File: config.mk
export PLATFORM = sky130hd
export DESIGN_NAME = adpll_phase_detector_flat
export DESIGN_NICKNAME = d
export VERILOG_FILES = /design/src/rtl/adpll_pkg.sv /design/src/rtl/adpll_phase_detector_if.sv /design/src/rtl/adpll_sync_edge.sv /design/src/rtl/adpll_phase_detector.sv /design/src/flat_wrapper.sv
export SDC_FILE = /design/constraint.sdc
export NUM_CORES = 1
export LEC_CHECK = 0
export BUFFER_PORTS_ARGS = -buffer_cell sky130_fd_sc_hd__buf_2
export CAP_MARGIN = 20
export CORE_ASPECT_RATIO = 0.9
export CORE_MARGIN = 5
export CORE_UTILIZATION = 30
export CTS_BUF_LIST = sky130_fd_sc_hd__clkbuf_8
export CTS_CLUSTER_SIZE = 10
export DETAILED_ROUTE_END_ITERATION = 8
export GPL_TIMING_DRIVEN = 0
export PLACE_DENSITY_LB_ADDON = 0.05
export SLEW_MARGIN = 20
export SYNTH_ARGS = -nofsm -noshare
export SYNTH_HDL_FRONTEND = slang
export SYNTH_SLANG_ARGS = --single-unit
File: constraint.sdc
create_clock -name clk -period 2.4 [get_ports clk]
set_input_delay 0.36 -clock clk [delete_from_list [all_inputs] [get_ports clk]]
set_output_delay 0.36 -clock clk [all_outputs]
set_load 0.01 [all_outputs]
File: src/rtl/adpll_pkg.sv
// Shared ADPLL types and constants: phase-detector FSM states and the phase-error width
// used by both the detector and the downstream loop filter.
package adpll_pkg;

  typedef enum logic [1:0] {
    IDLE     = 2'd0,
    REF_LEAD = 2'd1,
    FB_LEAD  = 2'd2
  } pd_state_t;

  localparam int PD_ERR_W = 8;

  // Largest positive value of a signed w-bit phase error.
  function automatic int err_max(input int w);
    return (2 ** (w - 1)) - 1;
  endfunction

  localparam int ERR_MAX = (2 ** (PD_ERR_W - 1)) - 1;

endpackage

File: src/rtl/adpll_phase_detector_if.sv
// Phase-detector signal bundle: async clock inputs in, loop-filter facing results out.
interface adpll_phase_detector_if
  import adpll_pkg::*;
#(
  parameter int ERR_W = PD_ERR_W
);
  logic             ref_in;
  logic             fb_in;
  logic             up;
  logic             dn;
  logic [ERR_W-1:0] phase_err;      // two's complement, +ve = ref led
  logic             phase_err_vld;
  logic             cycle_slip;
  logic             lock;

  modport master (
    output ref_in, fb_in,
    input  up, dn, phase_err, phase_err_vld, cycle_slip, lock
  );

  modport slave (
    input  ref_in, fb_in,
    output up, dn, phase_err, phase_err_vld, cycle_slip, lock
  );
endinterface

File: src/rtl/adpll_sync_edge.sv
// Multi-flop synchroniser for an asynchronous clock-like input, followed by a rising-edge
// detector producing a one-cycle pulse in the clk domain.
module adpll_sync_edge #(
  parameter int SYNC_STAGES = 2
) (
  input  logic clk,
  input  logic reset,
  input  logic i_async,
  output logic o_rise
);
  logic [SYNC_STAGES-1:0] r_sync;
  logic                   r_prev;

  // NOTE: sequential state uses non-blocking assignments so every flop samples the pre-edge value.
  always_ff @(posedge clk) begin
    if (reset) begin
      r_sync <= '0;
      r_prev <= 1'b0;
    end else begin
      r_sync <= {r_sync[SYNC_STAGES-2:0], i_async};
      r_prev <= r_sync[SYNC_STAGES-1];
    end
  end

  assign o_rise = r_sync[SYNC_STAGES-1] & ~r_prev;
endmodule

File: src/rtl/adpll_phase_detector.sv
// Counter-based phase-frequency detector for the ADPLL (ref vs divided feedback).
// Optional lock detector enabled by defining ADPLL_PD_LOCK_DET_EN.
module adpll_phase_detector
  import adpll_pkg::*;
#(
  parameter int ERR_W       = PD_ERR_W,
  parameter int SYNC_STAGES = 2,
  parameter int LOCK_TOL    = 2,
  parameter int LOCK_COUNT  = 8
) (
  input  logic                   clk,
  input  logic                   reset,
  adpll_phase_detector_if.slave  pd
);
  localparam logic [ERR_W-1:0] CNT_MAX = ERR_W'(err_max(ERR_W));
  localparam logic [ERR_W-1:0] CNT_ONE = ERR_W'(1);

  logic             w_ref_rise, w_fb_rise;
  pd_state_t        r_state, w_state_nxt;
  logic [ERR_W-1:0] r_cnt, w_cnt_nxt, w_cnt_inc;
  logic [ERR_W-1:0] r_phase_err, w_phase_err_nxt;
  logic             r_vld, w_vld_nxt;
  logic             r_slip, w_slip_nxt;
  logic             r_up, r_dn;

  adpll_sync_edge #(.SYNC_STAGES(SYNC_STAGES)) u_ref_sync (
    .clk(clk), .reset(reset), .i_async(pd.ref_in), .o_rise(w_ref_rise)
  );
  adpll_sync_edge #(.SYNC_STAGES(SYNC_STAGES)) u_fb_sync (
    .clk(clk), .reset(reset), .i_async(pd.fb_in), .o_rise(w_fb_rise)
  );

  assign w_cnt_inc = (r_cnt == CNT_MAX) ? r_cnt : r_cnt + CNT_ONE;

  // NOTE: every combinational output gets a default first so no path can infer a latch.
  always_comb begin
    w_state_nxt     = r_state;
    w_cnt_nxt       = r_cnt;
    w_phase_err_nxt = r_phase_err;
    w_vld_nxt       = 1'b0;
    w_slip_nxt      = 1'b0;
    unique case (r_state)
      IDLE: begin
        if (w_ref_rise && w_fb_rise) begin
          w_phase_err_nxt = '0;
          w_vld_nxt       = 1'b1;
        end else if (w_ref_rise) begin
          w_state_nxt = REF_LEAD;
          w_cnt_nxt   = CNT_ONE;
        end else if (w_fb_rise) begin
          w_state_nxt = FB_LEAD;
          w_cnt_nxt   = CNT_ONE;
        end
      end
      REF_LEAD: begin
        if (w_fb_rise) begin
          w_phase_err_nxt = r_cnt;
          w_vld_nxt       = 1'b1;
          // A fresh ref edge on the closing cycle re-opens immediately.
          w_state_nxt     = w_ref_rise ? REF_LEAD : IDLE;
          w_cnt_nxt       = w_ref_rise ? CNT_ONE : '0;
        end else begin
          w_cnt_nxt  = w_cnt_inc;
          w_slip_nxt = w_ref_rise;
        end
      end
      FB_LEAD: begin
        if (w_ref_rise) begin
          w_phase_err_nxt = -r_cnt;
          w_vld_nxt       = 1'b1;
          w_state_nxt     = w_fb_rise ? FB_LEAD : IDLE;
          w_cnt_nxt       = w_fb_rise ? CNT_ONE : '0;
        end else begin
          w_cnt_nxt  = w_cnt_inc;
          w_slip_nxt = w_fb_rise;
        end
      end
      default: w_state_nxt = IDLE;
    endcase
  end

  always_ff @(posedge clk) begin
    if (reset) begin
      r_state     <= IDLE;
      r_cnt       <= '0;
      r_phase_err <= '0;
      r_vld       <= 1'b0;
      r_slip      <= 1'b0;
      r_up        <= 1'b0;
      r_dn        <= 1'b0;
    end else begin
      r_state     <= w_state_nxt;
      r_cnt       <= w_cnt_nxt;
      r_phase_err <= w_phase_err_nxt;
      r_vld       <= w_vld_nxt;
      r_slip      <= w_slip_nxt;
      r_up        <= (w_state_nxt == REF_LEAD);
      r_dn        <= (w_state_nxt == FB_LEAD);
    end
  end

  assign pd.up            = r_up;
  assign pd.dn            = r_dn;
  assign pd.phase_err     = r_phase_err;
  assign pd.phase_err_vld = r_vld;
  assign pd.cycle_slip    = r_slip;

`ifdef ADPLL_PD_LOCK_DET_EN
  localparam int LC_W = $clog2(LOCK_COUNT + 1);

  logic [LC_W-1:0]  r_lock_cnt;
  logic [ERR_W-1:0] w_err_mag;

  assign w_err_mag = r_phase_err[ERR_W-1] ? -r_phase_err : r_phase_err;

  always_ff @(posedge clk) begin
    if (reset) begin
      r_lock_cnt <= '0;
    end else if (r_slip || (r_vld && (w_err_mag > ERR_W'(LOCK_TOL)))) begin
      r_lock_cnt <= '0;
    end else if (r_vld && (r_lock_cnt != LC_W'(LOCK_COUNT))) begin
      r_lock_cnt <= r_lock_cnt + LC_W'(1);
    end
  end

  assign pd.lock = (r_lock_cnt == LC_W'(LOCK_COUNT));
`else
  assign pd.lock = 1'b0;
`endif
endmodule
File: src/flat_wrapper.sv
// flat-port wrapper written by rule: the top's interface ports become plain ports
module adpll_phase_detector_flat import adpll_pkg::*;
#(
  parameter int ERR_W       = PD_ERR_W,
  parameter int SYNC_STAGES = 2,
  parameter int LOCK_TOL    = 2,
  parameter int LOCK_COUNT  = 8
)
  (clk, reset, pd_ref_in, pd_fb_in, pd_up, pd_dn, pd_phase_err, pd_phase_err_vld, pd_cycle_slip, pd_lock);
  adpll_phase_detector_if #(.ERR_W(ERR_W)) pd_i ();
  input  logic clk;
  input  logic reset;
  input wire logic [$bits(pd_i.ref_in)-1:0] pd_ref_in;
  input wire logic [$bits(pd_i.fb_in)-1:0] pd_fb_in;
  output wire logic [$bits(pd_i.up)-1:0] pd_up;
  output wire logic [$bits(pd_i.dn)-1:0] pd_dn;
  output wire logic [$bits(pd_i.phase_err)-1:0] pd_phase_err;
  output wire logic [$bits(pd_i.phase_err_vld)-1:0] pd_phase_err_vld;
  output wire logic [$bits(pd_i.cycle_slip)-1:0] pd_cycle_slip;
  output wire logic [$bits(pd_i.lock)-1:0] pd_lock;
  assign pd_i.ref_in = pd_ref_in;
  assign pd_i.fb_in = pd_fb_in;
  assign pd_up = pd_i.up;
  assign pd_dn = pd_i.dn;
  assign pd_phase_err = pd_i.phase_err;
  assign pd_phase_err_vld = pd_i.phase_err_vld;
  assign pd_cycle_slip = pd_i.cycle_slip;
  assign pd_lock = pd_i.lock;
  adpll_phase_detector #(.ERR_W(ERR_W), .SYNC_STAGES(SYNC_STAGES), .LOCK_TOL(LOCK_TOL), .LOCK_COUNT(LOCK_COUNT)) u_core (.clk(clk), .reset(reset), .pd(pd_i));
endmodule
==> results by stage <==
Power:
- The switching power share of the total is between 20% and 30%.
- The share of total power dissipated in the clock network is ~37%.
- The power density of the placed cells is 552 nW/µm².
- Summed over all cells, the static leakage comes to 0.697 nW.
- The worst voltage drop across the vdd grid is 0.000327 V.
- In this run, the combinational gates consume 15.6% of the power.
- Summed over all nets, the switching power comes to 0.254 mW.
- Sequential cells burn 47.8% of the power.
- The design internal power is 0.765 mW.

Synth:
- Yosys attributes the largest share of cell area to sky130_fd_sc_hd__dfxtp_1, sky130_fd_sc_hd__a21oi_1, sky130_fd_sc_hd__ha_1.
- The synthesized area per cell is 9.02 µm².
- After synthesis, the share of flip-flops with an asynchronous set or reset is 0%.
- The synthesis warning total is 0.
- The top flip-flop cell by instance count after synthesis is sky130_fd_sc_hd__dfxtp_1.
- The number of flops mapped to enable cells by yosys is 0.
- The most frequent cell after synthesis is sky130_fd_sc_hd__dfxtp_1.
- The synthesized instance count is 179.
- The number of distinct library cells after synthesis is 53.
- When the netlist entered floorplanning its net count stood at 189.
- The cell type contributing the most total cell area after synthesis is sky130_fd_sc_hd__dfxtp_1.
- The count of state elements after synthesis is 28.
- Counting instances in the post-synthesis netlist gives the leading cell types as sky130_fd_sc_hd__dfxtp_1, sky130_fd_sc_hd__a21oi_1, sky130_fd_sc_hd__inv_1.
- Summed over its instances, the top area cell type makes up 34.7% of the synthesized netlist area.
- Summing every instance area after synthesis gives around 1600 µm².
- Sequential elements use 34.7% of the synthesized area.

Die:
- The die covers slightly below 7000 µm².
- The number of I/O pins is 17.
- The total area inside the core boundary comes to 5260 µm².
- Measured along the x axis, the die boundary spans 87.3 µm.
- From bottom edge to top edge, the die measures 79.6 µm.
- In this run the core area contains 25 standard-cell rows.
- The starting density of the core is 30.7%.

Global route:
- The total grt overflow is 0.
- Entering global routing, the biggest net connects 17 pins.
- The overall fraction of global-route tracks in use is 11.7%.
- The via count of the first global-routing pass is 1295.
- The first global-routing pass estimated 6.49 mm of wire.
- The number of antenna violations at the first check in global routing came to 0.

Routing:
- The number of search-and-repair iterations in the first detailed-routing pass is 4.
- In this run, the number of DRC markers left after iteration 0 of detailed routing was 80.
- The count of nets left with antenna violations once routing finished came out at 0.
- The final wirelength is 3.75 mm.
- The routed layout has approximately 1300 vias.
- After detailed routing, the average wire length per cell comes to roughly 14 µm.
- The final routed DRC violation total is 0.
- The via density per instance is 5.00.

Layout:
- The number of fill cells in the layout is 561.
- Summing all multi-input logic gate instances after layout gives 928 µm².
- The antenna cell count is 0.
- Compared with the post-synthesis result, the final layout area differs by 14.3%.
- The total area of sequential cells is 561 µm².
- In the final layout, the share of cells above drive strength 1 is 20.2%.
- The net count of the finished layout is 209.

Critical path:
- The critical path contains buffers and inverters numbering 3 combined.
- The largest single stage delay on the critical path is 420 ps.
- At the worst endpoint, the required time is 2590 ps.
- The setup path with the least slack is of type register to register.
- The critical path goes through inv_1 -> ha_1 -> clkbuf_1 -> a22o_1 -> a211oi_2 -> buf_4 -> nand3b_4 -> o32ai_1.
- The critical-path cell with the highest stage delay is sky130_fd_sc_hd__dfxtp_1.
- The gate family responsible for the most delay along the worst path is compound AO/OA/AOI/OAI gates.
- STA classifies the critical path startpoint as a register.
- The endpoint type of the worst setup path is a register.
- The number of cells on the worst reg-to-reg path is 8.
- The arrival time at the worst endpoint is between 2000 and 2500 ps.
- In this run the number of cells on the critical path is 8.
- The worst-path maximum fanout is 10.

Timing:
- The sum of negative setup slack is 0 ps.
- The worst slew margin relative to its limit is about two thirds.
- The slew at the pin closest to its max-slew limit is 503 ps.
- Setup violations remaining at the end of the flow were counted as 0.
- The count of endpoints failing hold in the final timing report came to 0.
- The total count of max-transition violations in the final report came to 0.
- The final period utilization is 86.3%.
- The clock period could shrink to 2070 ps.
- Setup repair after global routing left no endpoint under its margin.
- The worst slack on hold paths is just under 300 ps.
- The clock skew after layout is 2.46 ps.
- Static timing analysis puts the maximum clock frequency at 483 MHz.

CTS:
- The CTS buffer count is 3.
- The cell chosen for the clock root is sky130_fd_sc_hd__clkbuf_8.
- Clock-pin slew was measured on the worst setup and hold paths at around 100 ps.
- After clock tree synthesis, the setup repair step added 0 buffers.
- The clock reaches the later pin of the worst-skew pair after 270 ps.
- The CTS tree is yes.
- In this run the deepest clock path goes through 2 buffers.
- In this run the number of H-tree levels came out at 1.
- The clock sink count is 28.
- The hold-fix buffer count after cts is 0.
- In this run, post-CTS repair resized a total of 0 instances.

Worst hold path:
- The worst hold path depth is 2.
- The path category of the worst min-delay check is input pin to register.

Placed design:
- The congestion estimate from routability-driven global placement came to 0.774.
- Detailed placement ended at an HPWL of 2.88 mm.
- The number of buffers added on ports is 15.

Flow run:
- Across the run, the number of max-cap violations was 0.

Outcome:
- The flow ran to the end, and the final reports show no timing, DRC or antenna violations.
## registers in the layout, indices dropped and copies added (netlist names)
name,flops
u_core.u_fb_sync.r_sync,2
u_core.u_ref_sync.r_prev,1
u_core.u_fb_sync.r_prev,1
u_core.r_cnt,8
u_core.pd.phase_err,8
u_core.u_ref_sync.r_sync,2
u_core.pd.up,1
u_core.pd.dn,1
u_core.pd.phase_err_vld,1
u_core.pd.cycle_slip,1
u_core.r_state,2
## placed cells by master (no fill, tap or decap), types with 3 or more instances in the layout
cell                       netlist  routed
sky130_fd_sc_hd__dfxtp_1        28      28
sky130_fd_sc_hd__buf_2           4      19
sky130_fd_sc_hd__a21oi_1        16      16
sky130_fd_sc_hd__inv_1          12      12
sky130_fd_sc_hd__nor2_1          9       9
sky130_fd_sc_hd__nor2b_1         7       7
sky130_fd_sc_hd__nand2_1         6       6
sky130_fd_sc_hd__o21ai_0         6       6
sky130_fd_sc_hd__o32ai_1         6       6
sky130_fd_sc_hd__ha_1            6       6
sky130_fd_sc_hd__clkbuf_1        5       5
sky130_fd_sc_hd__nand2b_1        5       5
sky130_fd_sc_hd__nor3b_1         5       5
sky130_fd_sc_hd__nor3_1          5       5
sky130_fd_sc_hd__a21o_1          4       4
sky130_fd_sc_hd__a211oi_1        3       3
sky130_fd_sc_hd__xnor2_1         3       3
sky130_fd_sc_hd__clkbuf_8        0       3
## path summary, 6_finish.rpt
kind | start | end | slack, ps
max reg2reg | u_core.r_state[0] | u_core.pd.phase_err[6] | 330
min reg2reg | u_core.u_fb_sync.r_sync[0] | u_core.u_fb_sync.r_sync[1] | 450
max | u_core.r_state[0] | u_core.pd.phase_err[6] | 330
min | pd_ref_in | u_core.u_ref_sync.r_sync[0] | 290
## per-layer routing
layer	up-vias	global-route usage [%]	wire length, µm
met3	4	2.79	170
li1	675	-	-
met4	0	2.30	33
met2	28	18.0	1690
met5	-	0	0
met1	618	16.5	1860
## area by class of cell
class	instances	area share, %
multi-input cells	125	50.3
flip-flops and latches	28	30.4
well taps	67	4.54
plain buffers	14	4.41
repair buffers	15	4.07
inverters	12	2.44
clock buffers	3	2.24
clock inverters	1	1.63
## worst register-to-register path: cells and delay by family, from the launching register on
family          cells  cell delay [ps]
fa+ha+maj           1              200
compound gates      3              690
simple gates        1              120
buf+inv             3              550
flops               1              420
## cells by family (layout without fill, tap and decap cells)
family                     Yosys count  after routing  share of synthesized area, %
AOI/OAI and AO/OA                   57             57                          25.8
and+or+nand+nor                     54             54                          21.7
DFF                                 28             28                          34.7
buffers and inverters               26             45                          7.82
adders and majority gates            6              6                          4.65
xor gates and xnor gates             5              5                          3.87
muxes                                2              2                          1.24
other                                1              1                         0.232
## power groups by stage
stage	Combinational (mW)	Clock [mW]	Sequential (mW)
2_1_floorplan	0.124	0	0.495
3_3_place_gp	0.159	0	0.498
3_5_place_dp	0.159	0	0.498
4_1_cts	0.161	0.387	0.487
5_1_grt	0.177	0.405	0.488
6_report	0.159	0.373	0.487
## stage by stage
step | cells | util [%] | setup WS, ps | power (mW) | area, µm²
2_1_floorplan | 179 | - | 666 | 0.619 | 1620
6_report | 265 | 35.1 | 328 | 1.02 | 1850
5_1_grt | 265 | 35.1 | 118 | 1.07 | 1850
4_1_cts | 265 | 35.1 | 326 | 1.04 | 1850
3_3_place_gp | 261 | 33.8 | 370 | 0.656 | 1770
3_5_place_dp | 261 | 33.8 | 348 | 0.657 | 1770
(Power assumes the default switching activity.)
